<file path="src/rtl/dest_tag_pipeline_if.sv">
// Hazard-interface bundle between decode/hazard unit (master) and the dest-tag pipeline (slave).
// Carries the decode-stage entry, stall/flush controls, stage tags and the monitoring outputs.
interface dest_tag_pipeline_if #(
  parameter int TAG_W = 4,
  parameter int CNT_W = 16
);
  logic             id_valid;
  logic             id_writes;
  logic [TAG_W-1:0] id_dest;
  logic             stall;
  logic             flush;
  logic [TAG_W-1:0] ID_EX_regWrite;
  logic [TAG_W-1:0] EX_MEM_regWrite;
  logic [TAG_W-1:0] MEM_WB_regWrite;
  logic             wb_commit;
  logic [CNT_W-1:0] stall_cycles;
  logic [CNT_W-1:0] retired;
  logic             deadlock;

  modport master (
    output id_valid, id_writes, id_dest, stall, flush,
    input  ID_EX_regWrite, EX_MEM_regWrite, MEM_WB_regWrite,
    input  wb_commit, stall_cycles, retired, deadlock
  );

  modport slave (
    input  id_valid, id_writes, id_dest, stall, flush,
    output ID_EX_regWrite, EX_MEM_regWrite, MEM_WB_regWrite,
    output wb_commit, stall_cycles, retired, deadlock
  );
endinterface

</file>
<file path="src/rtl/dest_tag_pipeline.sv">
// Shifts destination-register tags through EX/MEM/WB for the hazard detection unit,
// inserting bubbles on stall/flush, with saturating stall/retire counters and a stall watchdog.
module dest_tag_pipeline #(
  parameter int               TAG_W     = 4,
  parameter logic [TAG_W-1:0] NULL_TAG  = '0,
  parameter int               MAX_STALL = 8,
  parameter int               CNT_W     = 16
) (
  input logic                clk,
  input logic                rst,
  dest_tag_pipeline_if.slave bus
);
  localparam int              WD_W   = $clog2(MAX_STALL + 1);
  localparam logic [WD_W-1:0] WD_MAX = WD_W'(MAX_STALL);

  function automatic logic [CNT_W-1:0] sat_inc(input logic [CNT_W-1:0] v);
    return (&v) ? v : v + CNT_W'(1);
  endfunction

  function automatic logic [WD_W-1:0] wd_next(input logic [WD_W-1:0] v, input logic stall_i);
    if (!stall_i)
      return '0;
    return (v == WD_MAX) ? v : v + WD_W'(1);
  endfunction

  logic [TAG_W-1:0] r_tag_p0;
  logic [TAG_W-1:0] r_tag_p1;
  logic [TAG_W-1:0] r_tag_p2;
  logic [CNT_W-1:0] r_stall_cycles;
  logic [CNT_W-1:0] r_retired;
  logic [WD_W-1:0]  r_wd_cnt;
  logic             r_deadlock;

  logic [TAG_W-1:0] w_entry;
  logic [WD_W-1:0]  w_wd_nxt;
  logic             w_commit;

  // A non-writing or register-0 destination enters as a bubble so it can never match a read.
  assign w_entry  = (bus.id_valid && bus.id_writes && (bus.id_dest != NULL_TAG)) ? bus.id_dest : NULL_TAG;
  assign w_wd_nxt = wd_next(r_wd_cnt, bus.stall);
  assign w_commit = (r_tag_p2 != NULL_TAG);

  always_ff @(posedge clk) begin
    if (rst) begin
      r_tag_p0       <= NULL_TAG;
      r_tag_p1       <= NULL_TAG;
      r_tag_p2       <= NULL_TAG;
      r_stall_cycles <= '0;
      r_retired      <= '0;
      r_wd_cnt       <= '0;
      r_deadlock     <= 1'b0;
    end else begin
      // EX entry: flush beats stall; both insert a bubble while upstream holds the decode entry
      r_tag_p0 <= (bus.flush || bus.stall) ? NULL_TAG : w_entry;
      // EX -> MEM
      r_tag_p1 <= r_tag_p0;
      // MEM -> WB
      r_tag_p2 <= r_tag_p1;

      if (bus.stall)
        r_stall_cycles <= sat_inc(r_stall_cycles);
      if (w_commit)
        r_retired <= sat_inc(r_retired);
      r_wd_cnt <= w_wd_nxt;
      if (bus.stall && (w_wd_nxt == WD_MAX))
        r_deadlock <= 1'b1;
    end
  end

  assign bus.ID_EX_regWrite  = r_tag_p0;
  assign bus.EX_MEM_regWrite = r_tag_p1;
  assign bus.MEM_WB_regWrite = r_tag_p2;
  assign bus.wb_commit       = w_commit;
  assign bus.stall_cycles    = r_stall_cycles;
  assign bus.retired         = r_retired;
  assign bus.deadlock        = r_deadlock;
endmodule

</file>
<file path="src/flat_wrapper.sv">
// flat-port wrapper written by rule: the top's interface ports become plain ports
module dest_tag_pipeline_flat 
#(
  parameter int               TAG_W     = 4,
  parameter logic [TAG_W-1:0] NULL_TAG  = '0,
  parameter int               MAX_STALL = 8,
  parameter int               CNT_W     = 16
)
  (clk, rst, bus_id_valid, bus_id_writes, bus_id_dest, bus_stall, bus_flush, bus_ID_EX_regWrite, bus_EX_MEM_regWrite, bus_MEM_WB_regWrite, bus_wb_commit, bus_stall_cycles, bus_retired, bus_deadlock);
  dest_tag_pipeline_if #(.TAG_W(TAG_W), .CNT_W(CNT_W)) bus_i ();
  input logic clk;
  input logic rst;
  input wire logic [$bits(bus_i.id_valid)-1:0] bus_id_valid;
  input wire logic [$bits(bus_i.id_writes)-1:0] bus_id_writes;
  input wire logic [$bits(bus_i.id_dest)-1:0] bus_id_dest;
  input wire logic [$bits(bus_i.stall)-1:0] bus_stall;
  input wire logic [$bits(bus_i.flush)-1:0] bus_flush;
  output wire logic [$bits(bus_i.ID_EX_regWrite)-1:0] bus_ID_EX_regWrite;
  output wire logic [$bits(bus_i.EX_MEM_regWrite)-1:0] bus_EX_MEM_regWrite;
  output wire logic [$bits(bus_i.MEM_WB_regWrite)-1:0] bus_MEM_WB_regWrite;
  output wire logic [$bits(bus_i.wb_commit)-1:0] bus_wb_commit;
  output wire logic [$bits(bus_i.stall_cycles)-1:0] bus_stall_cycles;
  output wire logic [$bits(bus_i.retired)-1:0] bus_retired;
  output wire logic [$bits(bus_i.deadlock)-1:0] bus_deadlock;
  assign bus_i.id_valid = bus_id_valid;
  assign bus_i.id_writes = bus_id_writes;
  assign bus_i.id_dest = bus_id_dest;
  assign bus_i.stall = bus_stall;
  assign bus_i.flush = bus_flush;
  assign bus_ID_EX_regWrite = bus_i.ID_EX_regWrite;
  assign bus_EX_MEM_regWrite = bus_i.EX_MEM_regWrite;
  assign bus_MEM_WB_regWrite = bus_i.MEM_WB_regWrite;
  assign bus_wb_commit = bus_i.wb_commit;
  assign bus_stall_cycles = bus_i.stall_cycles;
  assign bus_retired = bus_i.retired;
  assign bus_deadlock = bus_i.deadlock;
  dest_tag_pipeline #(.TAG_W(TAG_W), .NULL_TAG(NULL_TAG), .MAX_STALL(MAX_STALL), .CNT_W(CNT_W)) u_core (.clk(clk), .rst(rst), .bus(bus_i));
endmodule
</file>
<file path="config.mk">
export PLATFORM = sky130hd
export DESIGN_NAME = dest_tag_pipeline_flat
export DESIGN_NICKNAME = d
export VERILOG_FILES = /design/src/rtl/dest_tag_pipeline_if.sv /design/src/rtl/dest_tag_pipeline.sv /design/src/flat_wrapper.sv
export SDC_FILE = /design/constraint.sdc
export NUM_CORES = 1
export LEC_CHECK = 0
export ABC_AREA = 1
export CELL_PAD_IN_SITES_DETAIL_PLACEMENT = 1
export CELL_PAD_IN_SITES_GLOBAL_PLACEMENT = 1
export CORE_MARGIN = 2
export CORE_UTILIZATION = 32
export CTS_CLUSTER_SIZE = 30
export DETAILED_ROUTE_END_ITERATION = 8
export PLACE_DENSITY_LB_ADDON = 0.1
export SLEW_MARGIN = 25
export SYNTH_ARGS = -nofsm -noshare
export SYNTH_HDL_FRONTEND = slang
export SYNTH_SLANG_ARGS = --single-unit
</file>
<file path="constraint.sdc">
create_clock -name clk -period 1.4 [get_ports clk]
set_input_delay 0.28 -clock clk [delete_from_list [all_inputs] [get_ports clk]]
set_output_delay 0.28 -clock clk [all_outputs]
set_load 0.005 [all_outputs]
</file>
==> flow_metrics.tcl <==
set metrics [dict create \
    critPathRequiredTime_ns 1.61 \
    drt_drc_violations_left 0 \
    clockRootBuffer "clkbuf_8" \
    cap_violations 0 \
    finalHoldViolCount 0 \
    synth_xor_area_share_pct 6.03 \
    crit_chain "ha_4 > nand2_4 > nor2_4 > nand2_4 > nor2_4 > nor2_4 > buf_6 > a21oi_2 > nor2_1" \
    synth_edf_count 0 \
    synthSimpleGateAreaFrac_pct 37.3 \
    grt_pass1_wl_um 12800 \
    synth_top_flop_cell "dfxtp_1" \
    cts_tree "yes" \
    antenna_found_initial 0 \
    slew_headroom_pct 83.9 \
    fin_crit_ns 1.36 \
    slew_violations 0 \
    critPathBufInv 1 \
    crit_path_end_kind "flip-flop" \
    status "finished, final reports clean" \
    synthTopCellsByArea "dfxtp_1 (40%), nand2_1 (15%), nor2_1 (8.2%), inv_1 (5.6%), a21oi_1 (5.3%)" \
    worstSetupPathType "reg -> reg" \
    netlist-cell-type-count 22 \
    cp_top_family "simple AND/OR/NAND/NOR gates" \
    cts_made_buffers 5 \
    yosysWarnings 0 \
    synthTopCellsByCount "nand2_1 (101), nor2_1 (54), dfxtp_1 (49)" \
    dr.pass1.iters 4 \
    n_antenna_cell 0 \
    cts_buffer_depth 2 \
    clk_pin_slew_ns 0.09 \
    io_buffers 55 \
    yosys.area.top_type "dfxtp_1" \
    vias_per_cell 4.62 \
    yosys.area_share.adder_pct 2.03 \
    start_util_pct 32.4 \
    critPathSlowestCell "dfxtp_2" \
    fin_worst_skew_ns 0.0102 \
    ant_nets 0 \
    synth-compound-area-share_pct 6.80 \
    overflow 0 \
    drt_iter0_drc 70 \
    slowest_delay_ns 0.36 \
    vdd_drop_max_v 0.000331 \
    dp_hpwl_um 5580 \
    clock_latency_ns 0.30 \
    setup_viol 0 \
    ys_seq_area_share_pct 39.8 \
    power_density_mw_per_mm2 577 \
    cp-start-kind "flip-flop" \
    nets 510 \
    via_count 2760 \
    synth_most_common_cell "nand2_1" \
    clock-sinks 49 \
    die_y_um 91.8 \
    tightest_slew_ns 0.240 \
    period_share_pct 97.2 \
    setup_tns_ns 0 \
    worstPathArrival_ns 1.57 \
    grt_usage_pct 18.7 \
    setup_ws_ns 0.0390 \
    synth_cells 355 \
    rsz0062_at_grt "true" \
    ys_ff_latch 49 \
    wl_per_cell_um 13.2 \
    die_w_um 91.8 \
    num_rows 32 \
    core_area_mm2 0.00761 \
    synth_mux_area_share_pct 0 \
    p_leak_uw 0.00201 \
    fmax_ghz 0.735 \
    ctsHtreeMaxLevel 2 \
    synth_area_mm2 0.00247 \
    die-area_mm2 0.00843 \
    crit_fanout 6 \
    io_pins 56 \
    pre_cts_ws_ns -0.0800 \
    crit_top_cell "nor2_4" \
    synth_top_family_by_area "simple AND/OR/NAND/NOR gates" \
    first_global_vias 2882 \
    holdBufCountCts 0 \
    drt-total-wl_um 7870 \
    drive_above_1_share_pct 42.0 \
    grt_max_degree 36 \
    syn_area_per_cell_um2 6.95 \
    hp-class "reg -> reg" \
    syn2layout_area_growth_pct 69.1 \
    synth_top_area_share_pct 39.8 \
    synthArstFlopShare_pct 0 \
    place_congestion 0.804 \
    syn-num-nets 369 \
]
[where the power goes]
part | switching (µW) | internal [µW] | total (µW)
logic | 98.2 | 94.3 | 193
clock network | 473 | 331 | 804
registers | 9.55 | 1400 | 1410
[cell usage in the layout, fill, tap and decap left out, types with 12 or more instances in the layout]
master         Yosys  layout
a21oi_2            0      17
buf_4              0      76
dfxtp_1           49      12
dfxtp_2            0      35
dlygate4sd2_1      0      45
inv_1             37      36
nand2_1          101      84
nand2_2            3      12
nand3_1           20      14
nand4_1           14      14
nor2_1            54      43
nor2_4             5      12
[through the flow]
step | power [µW] | hold slack (ns) | instance area (µm²) | utilization, % | cells
after floorplan | 1520 | 0.414 | 2480 | - | 355
after global placement | 1620 | 0.411 | 3660 | 48.1 | 570
after detailed placement | 1620 | 0.420 | 3660 | 48.1 | 570
after CTS | 2400 | 0.427 | 3900 | 51.2 | 595
after global routing | 2530 | 0.442 | 4170 | 54.8 | 597
final | 2410 | 0.423 | 4170 | 54.8 | 597
[layer usage]
layer / part of all wire, % / routed length, µm / track usage (%)
met2: 56 / 4370 / 37.6
met4: 1.3 / 104 / 4.98
met5: 0 / 0 / 0
met3: 2.2 / 171 / 2.96
met1: 41 / 3210 / 19.9
[sequential cells by signal (all words and copies together), names as in the netlist]
register / cells
u_core.bus.MEM_WB_regWrite: 4
u_core.bus.retired: 16
u_core.bus.stall_cycles: 16
u_core.r_wd_cnt: 4
u_core.bus.EX_MEM_regWrite: 4
u_core.bus.deadlock: 1
u_core.bus.ID_EX_regWrite: 4
[cell families after synthesis]
family | count (synthesis)
compound gates | 29
fa+ha+maj | 4
simple gates | 207
xor+xnor | 17
buf+inv | 49
flops | 49
[final timing paths]
path | from | end | slack, ns | depth (start not counted)
setup reg to reg | u_core.bus.stall_cycles[0]$_SDFFE_PP0P_ | u_core.bus.stall_cycles[13]$_SDFFE_PP0P_ | 0.04 | 9
hold / removal | u_core.bus.ID_EX_regWrite[3]$_SDFF_PP0_ | u_core.bus.EX_MEM_regWrite[3]$_SDFF_PP0_ | 0.42 | 2
hold reg to reg | u_core.bus.ID_EX_regWrite[3]$_SDFF_PP0_ | u_core.bus.EX_MEM_regWrite[3]$_SDFF_PP0_ | 0.42 | 2
setup / recovery | u_core.bus.stall_cycles[0]$_SDFFE_PP0P_ | u_core.bus.stall_cycles[13]$_SDFFE_PP0P_ | 0.04 | 9
[layout make-up]
cell class,instances,area (µm²)
Tap cell,102,128
Timing Repair Buffer,142,1220
Clock inverter,1,5.00
Inverter,41,156
Multi-Input combinational cell,257,1560
Fill cell,976,3440
Clock buffer,5,68.8
Sequential cell,49,1030
[worst reg2reg max path: cells and delay by family (launching register included)]
family	cells	cell delay (ns)
flops	1	0.36
buf+inv	1	0.14
fa+ha+maj	1	0.15
simple gates	6	0.52
compound gates	1	0.11
[what timing repair did]
action | CTS | global route
pin swaps | 8 | 29
setup buffers | 19 | 3
cloned | 0 | 1
gates resized for setup | 88 | 72
setup endpoints to repair | 73 | 34
No activity file was read; power rests on OpenSTA's default activity.
